===== config.mk =====
export PLATFORM = sky130hd
export DESIGN_NAME = rca_seq_ctrl
export DESIGN_NICKNAME = d
export VERILOG_FILES = /design/src/rtl/rca_seq_ctrl_pkg.sv /design/src/rtl/rca_seq_ctrl_slice_adder.sv /design/src/rtl/rca_seq_ctrl.sv
export SDC_FILE = /design/constraint.sdc
export NUM_CORES = 1
export LEC_CHECK = 0
export CAP_MARGIN = 20
export CORE_UTILIZATION = 45
export DETAILED_ROUTE_END_ITERATION = 7
export DONT_BUFFER_PORTS = 1
export PLACE_DENSITY = 0.72
export SETUP_SLACK_MARGIN = 0.4
export SYNTH_ARGS = -nofsm -noshare
export SYNTH_HDL_FRONTEND = slang
export SYNTH_SLANG_ARGS = --single-unit

===== constraint.sdc =====
create_clock -name clk -period 2.15 [get_ports clk]
set_input_delay 0.43 -clock clk [delete_from_list [all_inputs] [get_ports clk]]
set_output_delay 0.43 -clock clk [all_outputs]
set_load 0.005 [all_outputs]

===== src/rtl/rca_seq_ctrl_pkg.sv =====
// ---------------------------------------------------------------------------
// rca_seq_ctrl_pkg
// Shared types and defaults for the sequential ripple-carry adder controller.
//   state_t   : controller FSM state
//   DEF_WIDTH : default operand/result width
//   DEF_SLICE : default adder slice width
//   req_id_t  : requester identifier (two requesters)
// ---------------------------------------------------------------------------
package rca_seq_ctrl_pkg;

    typedef enum logic [1:0] {
        IDLE = 2'd0,
        RUN  = 2'd1,
        DONE = 2'd2
    } state_t;

    localparam int DEF_WIDTH = 16;
    localparam int DEF_SLICE = 4;

    typedef logic req_id_t;

endpackage


===== src/rtl/rca_seq_ctrl_slice_adder.sv =====
// ---------------------------------------------------------------------------
// slice_adder
// SLICE-bit combinational ripple-carry adder, reused every RUN cycle.
//   a, b : slice operands
//   cin  : carry into bit 0
//   sum  : slice sum
//   cout : carry out of the top bit
// ---------------------------------------------------------------------------
module slice_adder #(
    parameter int SLICE = 4
) (
    input  logic [SLICE-1:0] a,
    input  logic [SLICE-1:0] b,
    input  logic             cin,
    output logic [SLICE-1:0] sum,
    output logic             cout
);

    logic [SLICE:0] w_c;

    always_comb begin
        w_c    = '0;
        sum    = '0;
        w_c[0] = cin;
        for (int i = 0; i < SLICE; i++) begin
            sum[i]   = a[i] ^ b[i] ^ w_c[i];
            w_c[i+1] = (a[i] & b[i]) | (w_c[i] & (a[i] ^ b[i]));
        end
    end

    assign cout = w_c[SLICE];

endmodule


===== src/rtl/rca_seq_ctrl.sv =====
// ---------------------------------------------------------------------------
// rca_seq_ctrl
// Two-requester round-robin front end for a slice-serial ripple-carry adder.
// One SLICE-bit adder processes WIDTH/SLICE slices on consecutive cycles.
//   clk, rst_n          : clock, asynchronous active-low reset
//   req_valid/req_ready : per-requester handshake (ready only in IDLE)
//   req_a, req_b        : packed operands, requester i at [i*WIDTH +: WIDTH]
//   req_cin             : per-requester carry-in
//   resp_valid/ready    : result handshake, result held until accepted
//   resp_id/sum/cout/ovf: owner, sum, unsigned carry, signed overflow
//   busy                : controller not in IDLE
// ---------------------------------------------------------------------------
module rca_seq_ctrl
    import rca_seq_ctrl_pkg::*;
#(
    parameter int WIDTH = DEF_WIDTH,
    parameter int SLICE = DEF_SLICE
) (
    input  logic               clk,
    input  logic               rst_n,
    input  logic [1:0]         req_valid,
    output logic [1:0]         req_ready,
    input  logic [2*WIDTH-1:0] req_a,
    input  logic [2*WIDTH-1:0] req_b,
    input  logic [1:0]         req_cin,
    output logic               resp_valid,
    input  logic               resp_ready,
    output logic               resp_id,
    output logic [WIDTH-1:0]   resp_sum,
    output logic               resp_cout,
    output logic               resp_ovf,
    output logic               busy
);

    localparam int NSL   = WIDTH / SLICE;
    localparam int CNT_W = (NSL > 1) ? $clog2(NSL) : 1;
    localparam logic [CNT_W-1:0] LAST_SLICE = CNT_W'(NSL - 1);

    state_t               r_state;
    logic [WIDTH-1:0]     r_a;
    logic [WIDTH-1:0]     r_b;
    logic [WIDTH-1:0]     r_sum;
    logic                 r_carry;
    logic [CNT_W-1:0]     r_cnt;
    req_id_t              r_id;
    req_id_t              r_last;
    logic                 r_resp_valid;
    req_id_t              r_resp_id;
    logic [WIDTH-1:0]     r_resp_sum;
    logic                 r_resp_cout;
    logic                 r_resp_ovf;

    logic [SLICE-1:0]       w_slice_sum;
    logic                   w_slice_cout;
    logic [WIDTH+SLICE-1:0] w_sum_shift;
    logic [WIDTH-1:0]       w_sum_next;
    logic                   w_msb_cin;
    logic [1:0]             w_grant;
    req_id_t                w_grant_id;
    logic                   w_accept;

    // Operands shift right one slice per cycle, so the adder always sees
    // the low slice; no variable part-select is needed.
    slice_adder #(.SLICE(SLICE)) u_slice_adder (
        .a    (r_a[SLICE-1:0]),
        .b    (r_b[SLICE-1:0]),
        .cin  (r_carry),
        .sum  (w_slice_sum),
        .cout (w_slice_cout)
    );

    // Slice sums enter at the top and shift down; after NSL cycles the
    // first slice sits at bit 0.
    assign w_sum_shift = {w_slice_sum, r_sum};
    assign w_sum_next  = w_sum_shift[WIDTH+SLICE-1:SLICE];

    // Carry into the operand MSB recovered from the top slice's MSB bits.
    assign w_msb_cin = r_a[SLICE-1] ^ r_b[SLICE-1] ^ w_slice_sum[SLICE-1];

    // Round-robin: on a tie the requester not granted last wins.
    assign w_grant[0] = req_valid[0] && (!req_valid[1] || (r_last == 1'b1));
    assign w_grant[1] = req_valid[1] && (!req_valid[0] || (r_last == 1'b0));
    assign w_grant_id = w_grant[1];
    assign w_accept   = (r_state == IDLE) && (w_grant != 2'b00);

    // Gated by rst_n so the strobe is also low while reset is asserted.
    assign req_ready  = (rst_n && (r_state == IDLE)) ? w_grant : 2'b00;
    assign busy       = (r_state != IDLE);

    assign resp_valid = r_resp_valid;
    assign resp_id    = r_resp_id;
    assign resp_sum   = r_resp_sum;
    assign resp_cout  = r_resp_cout;
    assign resp_ovf   = r_resp_ovf;

    always_ff @(posedge clk or negedge rst_n) begin
        if (!rst_n) begin
            r_state      <= IDLE;
            r_a          <= '0;
            r_b          <= '0;
            r_sum        <= '0;
            r_carry      <= 1'b0;
            r_cnt        <= '0;
            r_id         <= 1'b0;
            r_last       <= 1'b1;
            r_resp_valid <= 1'b0;
            r_resp_id    <= 1'b0;
            r_resp_sum   <= '0;
            r_resp_cout  <= 1'b0;
            r_resp_ovf   <= 1'b0;
        end else begin
            case (r_state)
                IDLE: begin
                    if (w_accept) begin
                        r_a     <= w_grant_id ? req_a[2*WIDTH-1:WIDTH] : req_a[WIDTH-1:0];
                        r_b     <= w_grant_id ? req_b[2*WIDTH-1:WIDTH] : req_b[WIDTH-1:0];
                        r_carry <= req_cin[w_grant_id];
                        r_id    <= w_grant_id;
                        r_last  <= w_grant_id;
                        r_sum   <= '0;
                        r_cnt   <= '0;
                        r_state <= RUN;
                    end
                end
                RUN: begin
                    r_a     <= r_a >> SLICE;
                    r_b     <= r_b >> SLICE;
                    r_sum   <= w_sum_next;
                    r_carry <= w_slice_cout;
                    r_cnt   <= r_cnt + CNT_W'(1);
                    if (r_cnt == LAST_SLICE) begin
                        r_state      <= DONE;
                        r_resp_valid <= 1'b1;
                        r_resp_id    <= r_id;
                        r_resp_sum   <= w_sum_next;
                        r_resp_cout  <= w_slice_cout;
                        r_resp_ovf   <= w_msb_cin ^ w_slice_cout;
                    end
                end
                DONE: begin
                    if (resp_ready) begin
                        r_state      <= IDLE;
                        r_resp_valid <= 1'b0;
                        r_resp_id    <= 1'b0;
                        r_resp_sum   <= '0;
                        r_resp_cout  <= 1'b0;
                        r_resp_ovf   <= 1'b0;
                    end
                end
                default: r_state <= IDLE;
            endcase
        end
    end

endmodule


==> Word-level counts from Yosys, hierarchy flattened <==
Cells that the tools add are included.
{ "classes": {"n_addsub": 1, "n_mul": 0, "div": 0, "n_lt_le_gt_ge": 1, "eq_ne": 6, "n_shift": 0, "mux": 31, "bitwise": 23, "reduce_logical": 17} }
{ "ops": {"columns": ["cell", "count"], "rows": [
  ["16-bit case mux with 2 select lines", 4],
  ["16-bit 2-to-1 mux", 7],
  ["2-bit 2-to-1 mux", 5],
  ["1-bit case mux with 2 select lines", 5],
  ["1-bit XOR", 10],
  ["1-bit AND", 8],
  ["1-bit 2-to-1 mux", 8],
  ["2-bit nonzero test", 4],
  ["2-bit != test (second input constant)", 3],
  ["2-bit case mux with 3 select lines", 1],
  ["3-bit AND reduction", 2],
  ["2-bit == test (second input constant)", 2],
  ["1-bit logical AND", 4],
  ["1-bit OR", 4],
  ["2-bit case mux with 2 select lines", 1],
  ["2-bit AND reduction", 2],
  ["2-bit by 1-bit adder with 2-bit output (second input constant)", 1],
  ["2-bit by 1-bit == test with 1-bit output (second input constant)", 1],
  ["1-bit zero test", 2],
  ["2-bit zero test", 1],
  ["1-bit logical OR", 2],
  ["1-bit by 2-bit less-than comparator with 1-bit output (second input constant)", 1],
  ["1-bit NOT", 1]
]} }
{ "totals": {"ff_bits": 75, "latch_bits": 0, "ram_bits": 0, "romBits": 0, "inputBits": 71, "output_inout_bits": 23, "wordCells": 92, "memories": 0} }

==> Logic depth before layout (Yosys ltp) <==
{ "logic_depth": {"word_depth": 12, "ltp_mapped": 8, "depth_no_buf": 8} }

==> Cells and area by module <==
A second synthesis with hierarchy kept.
{ "hier_totals": {"hier_cells": 322, "hier_area_um2": 3657.3} }
{ "modules_own_cells": {"columns": ["mod", "instances", "cells_each", "area_each_um2", "seq_area_each_um2"], "rows": [
  ["rca_seq_ctrl", 1, 308, 3539.6, 1778.0],
  ["slice_adder", 1, 14, 117.6, 0.0]
]} }

==> Least setup slack after synthesis <==
OpenSTA, ideal clock, no wires.
{ "synth_path": {"path_kind": "register -> register", "startpoint": "register r_a[0]", "endpoint": "register r_resp_ovf (netlist: resp_ovf)", "setup_time_ns": 0.121, "t_arrival_ns": 2.150, "required_ns": 2.029, "slack_ns": -0.121, "path_stages_with_launch": 9, "path_buffers": 0, "period_less_slack_ns": 2.271, "path_cell_list": "dfrtp_1 > fa_1 > inv_1 > fa_1 > fa_1 > fa_1 > xnor2_1 > xnor2_1 > a22o_1"} }
{ "synth_via": {"elab_chain_len": 12, "word_cells_on_any_way": 15, "cone_classes": "mux: 2; bitwise: 13"} }
{ "synth_rtl": {"columns": ["item", "line_no", "text"], "rows": [
  ["from (decl)", "rca_seq_ctrl.sv:40", "logic [WIDTH-1:0] r_a;"],
  ["from (signal assigned)", "rca_seq_ctrl.sv:115", "r_a <= w_grant_id ? req_a[2*WIDTH-1:WIDTH] : req_a[WIDTH-1:0];"],
  ["from (signal assigned)", "rca_seq_ctrl.sv:126", "r_a <= r_a >> SLICE;"],
  ["1-bit XOR", "rca_seq_ctrl_slice_adder.sv:27", "w_c[i+1] = (a[i] & b[i]) | (w_c[i] & (a[i] ^ b[i]));"],
  ["1-bit AND", "rca_seq_ctrl_slice_adder.sv:27", null],
  ["1-bit OR (*)", "rca_seq_ctrl_slice_adder.sv:27", null],
  ["1-bit AND (*)", "rca_seq_ctrl_slice_adder.sv:27", null],
  ["1-bit OR (*)", "rca_seq_ctrl_slice_adder.sv:27", null],
  ["1-bit AND (*)", "rca_seq_ctrl_slice_adder.sv:27", null],
  ["1-bit OR (*)", "rca_seq_ctrl_slice_adder.sv:27", null],
  ["1-bit XOR / 1-bit AND (equally long branches)", "rca_seq_ctrl_slice_adder.sv:26, rca_seq_ctrl_slice_adder.sv:27", null],
  ["1-bit XOR / 1-bit OR (equally long branches)", "rca_seq_ctrl.sv:78, rca_seq_ctrl_slice_adder.sv:27", null],
  ["1-bit XOR (*)", "rca_seq_ctrl.sv:137", "r_resp_ovf <= w_msb_cin ^ w_slice_cout;"],
  ["1-bit 2-to-1 mux (*)", "rca_seq_ctrl.sv:131", "if (r_cnt == LAST_SLICE) begin"],
  ["1-bit case mux with 2 select lines (*)", "rca_seq_ctrl.sv:112", "case (r_state)"],
  ["to (signal assigned)", "rca_seq_ctrl.sv:137", null],
  ["to (decl)", "rca_seq_ctrl.sv:51", "logic r_resp_ovf;"]
]} }
Every way passes the cells marked *; elsewhere a longest branch is shown, timed or not. The select of a mux whose other input is x is not followed.
A chain may end at the register's enable or synchronous reset.

==> Final worst setup path <==
{ "layout_path": {"startpoint": "register r_carry", "endpoint": "register r_resp_ovf (netlist: resp_ovf)"} }
{ "layout_via": {"elab_chain_len": 11, "word_cells_on_any_way": 13, "cone_classes": "mux: 2; bitwise: 11"} }
{ "layout_rtl": {"columns": ["item", "line_no", "text"], "rows": [
  ["from (decl)", "rca_seq_ctrl.sv:43", "logic r_carry;"],
  ["from (signal assigned)", "rca_seq_ctrl.sv:117", "r_carry <= req_cin[w_grant_id];"],
  ["from (signal assigned)", "rca_seq_ctrl.sv:129", "r_carry <= w_slice_cout;"],
  ["1-bit AND (*)", "rca_seq_ctrl_slice_adder.sv:27", null],
  ["1-bit OR (*)", "rca_seq_ctrl_slice_adder.sv:27", null],
  ["1-bit AND (*)", "rca_seq_ctrl_slice_adder.sv:27", null],
  ["1-bit OR (*)", "rca_seq_ctrl_slice_adder.sv:27", null],
  ["1-bit AND (*)", "rca_seq_ctrl_slice_adder.sv:27", null],
  ["1-bit OR (*)", "rca_seq_ctrl_slice_adder.sv:27", null],
  ["1-bit XOR / 1-bit AND (equally long branches)", "rca_seq_ctrl_slice_adder.sv:26, rca_seq_ctrl_slice_adder.sv:27", null],
  ["1-bit XOR / 1-bit OR (equally long branches)", "rca_seq_ctrl.sv:78, rca_seq_ctrl_slice_adder.sv:27", null],
  ["1-bit XOR (*)", "rca_seq_ctrl.sv:137", null],
  ["1-bit 2-to-1 mux (*)", "rca_seq_ctrl.sv:131", null],
  ["1-bit case mux with 2 select lines (*)", "rca_seq_ctrl.sv:112", null]
]} }
Marked as above.

==> impl_results.md <==
- Outcome: finished, violations left
- Failing checks: negative hold slack, negative setup slack
- FILL cells: 671
- RSZ-0062 raised after global routing: yes
- Maximum fanout along the worst path: 3
- Drc violations: 0
- Core area: 7890 µm²
- Synth Flop Type: dfrtp_1
- Synth Area in XOR/XNOR: 0.467%
- Commonest cells in the synthesized netlist: dfrtp_1, nor2_1, o21ai_0
- First-pass GRT wire length: 13500 µm
- Worst VDD drop: 656 µV
- Via density: 5.94
- Synth Area in Adders: 2.80%
- Clock Skews: 6.44 ps
- Sequential element share of the synthesized area: 47.4%
- Starting Density: 47.5%
- Vias in the first global route: 2559
- GRT Overall Usage: 20.3%
- First DRT Iteration DRCs: 76
- CTS tree: done
- Nets: 400
- Largest net degree at the start of global routing: 74
- Placed Instances: 404
- Worst Hold Class: in -> async
- Ys async rst share: 100%
- Synthesized area per cell: 11.9 µm²
- Final Instance Area: 4210 µm²
- DP Area: 3810 µm²
- Initial antenna violation count: 0
- CP startpoint kind: flip-flop
- Sink Count: 71
- Logic pwr share: 47.3%
- Final setup viols: 3
- WL per Instance: 19.2 µm
- Crit Path Class: reg -> reg
- Setup ws final: -107 ps
- EDFF count, synth: 0
- Hold_ws: -233 ps
- Clock latency on the worst-skew pair: 350 ps
- Antenna-violating nets left: 0
- Max_cap viols: 0
- Via count: 2555
- Placer Congestion: 0.851
- Max Fclk: 0.443 GHz
- Gr ovfl total: 0
- Req. time, crit path: 2400 ps
- Die Area: 8700 µm²
- Fin util: 53.4%
- Internal: 4340 µW
- Mapped Area: 3750 µm²
- Critical Path Sink Type: flip-flop
- Synth top area share: 46.7%
- P&R area growth vs syn: 12.3%
- Share of power burned in registers: 33.9%
- Syn Nets: 393
- H-tree levels: 3
- HPWL Detailed: 5270 µm
- CTS Buf Count: 9
- Synth Instances: 316
- Clk pwr share: 18.8%
- Die W: 93.3 µm
- Tcrit/Tclk final: 105%
- Simple-gate area share of the yosys netlist: 8.85%
- Compound-Gate Fraction of Synth Area: 31.0%
- Total Neg Setup Slack: -150 ps
- Largest family of logic cells by synthesized area: compound AO/OA/AOI/OAI gates
- CTS clock-pin slew for the worst setup and hold paths: 80 ps
- Cell taking the most area after synthesis: dfrtp_1
- Slew HR: 73.4%
- Worst r2r dst: resp_ovf$_DFFE_PN0P_
- Die Ht: 93.3 µm
- Leak pwr: 0.00182 µW
- Netlist cell types: 37
- Pre-antenna DRT Iters: 4
- Crit path arrival time: 2500 ps
- Pins over their slew limit: 0
- Core Rows: 32
- Slew at the pin with the worst max-slew slack: 399 ps
- Number of diodes: 0
- Cell depth of the worst flop-to-flop path: 8
- Clock Tree Root: clkbuf_8
- R2r setup slk: -110 ps
- Switching power: 2680 µW
- Yosys warns: 0
- Final Hold Fails: 71
- Final min period: 2260 ps
- Total power: 7020 µW
- Post-synthesis mux area share: 2.67%
- Number of port buffers: 0
- I/O pins: 94
- Final WL: 8260 µm
- Ranking of synthesized cells by area: dfrtp_1, a221oi_2, a22o_1
- Reg-to-Reg Start: r_carry$_DFFE_PN0P_
- Reg area: 1780 µm²
- Most frequent cell after synthesis: dfrtp_1
- Clock buffer depth: 2
- Flops & latches, synth: 71
- Power density over cell area: 1670 nW/µm²
- Area of the multi-input gates: 1790 µm²
- Sw Ratio: 38.2%
- Final instance count without filler cells: 430
- Share of cells above drive strength 1: 31.4%
[layer usage]
layer | wire length, µm | vias up | global-route usage [%]
met5 | 0 | - | 0
met4 | 77 | 0 | 5.38
met3 | 506 | 8 | 6.10
met2 | 4020 | 84 | 31.7
met1 | 3660 | 1266 | 27.6
li1 | - | 1197 | -
[area by class of cell]
cell class / instances / share of cell area (%)
inverters: 10 / 0.892
flip-flops and latches: 71 / 42.3
well taps: 102 / 3.03
clock buffers: 9 / 2.94
multi-input cells: 206 / 42.5
clock inverters: 7 / 2.85
repair buffers: 25 / 5.53
[metrics by stage]
step / hold WS, ps / setup slack (ps)
final: -233 / -107
after global routing: -258 / -175
after CTS: -253 / -112
after detailed placement: 136 / -162
after global placement: 137 / -85.8
after floorplan: 134 / -35.2
[state kept, by name (all words and copies together) (netlist names)]
register and count:
r_a 16, r_b 16, r_carry 1, r_cnt 2
r_id 1, r_last 1, r_state 2, r_sum 12
resp_cout 1, resp_id 1, resp_ovf 1, resp_sum 16
resp_valid 1
[worst max-delay path, cell delays in order (launching register included)]
cell     delay (ps)
dfrtp_1         380
fa_2            210
inv_2            40
fa_2            330
fa_2            350
fa_2            390
xnor2_2         150
xnor2_1         130
a22o_1          170
[cell families (layout without fill, tap and decap cells)]
kind of cell / after synthesis / after routing
compound gates: 124 / 124
fa+ha+maj: 6 / 6
mux: 10 / 10
flops: 71 / 71
xor+xnor: 2 / 2
simple gates: 64 / 64
buf+inv: 39 / 51
[power by group through the flow]
stage,combinational (µW),clock [µW],sequential (µW)
2_1_floorplan,2450,0,2250
6_report,3320,1320,2380
3_5_place_dp,2940,0,2420
4_1_cts,3240,1330,2380
5_1_grt,3680,1390,2460
3_3_place_gp,2860,0,2410
[cells in the final DEF (no fill, tap or decap), types with 9 or more instances in the layout]
cell       synthesis  routed
mux2i_1           10      10
o31ai_2           17      17
clkbuf_8           0       9
dfrtp_1           70      68
a22o_1            25      25
o2bb2ai_1         16      11
o21ai_0           26      26
nor2_1            26      26
and2_1            24      23
a221oi_2          19      19
buf_4              3      20
[how the worst max path moves through the flow]
stage	from	to	cells past startpoint
6_report	r_carry$_DFFE_PN0P_	resp_ovf$_DFFE_PN0P_	8
5_1_grt	r_a[0]$_DFFE_PN0P_	resp_ovf$_DFFE_PN0P_	8
4_1_cts	r_a[0]$_DFFE_PN0P_	resp_ovf$_DFFE_PN0P_	8
3_5_place_dp	r_b[0]$_DFFE_PN0P_	resp_ovf$_DFFE_PN0P_	8
3_3_place_gp	r_a[0]$_DFFE_PN0P_	resp_ovf$_DFFE_PN0P_	8
2_1_floorplan	r_a[0]$_DFFE_PN0P_	resp_ovf$_DFFE_PN0P_	8
[repair_timing]
item	CTS	global route
gates resized for setup	13	3
pin swaps	9	2
setup endpoints to repair	10	33
buffers inserted	8	2
hold endpoints to repair	71	71
Note: power is estimated with default switching activity, not from simulation.
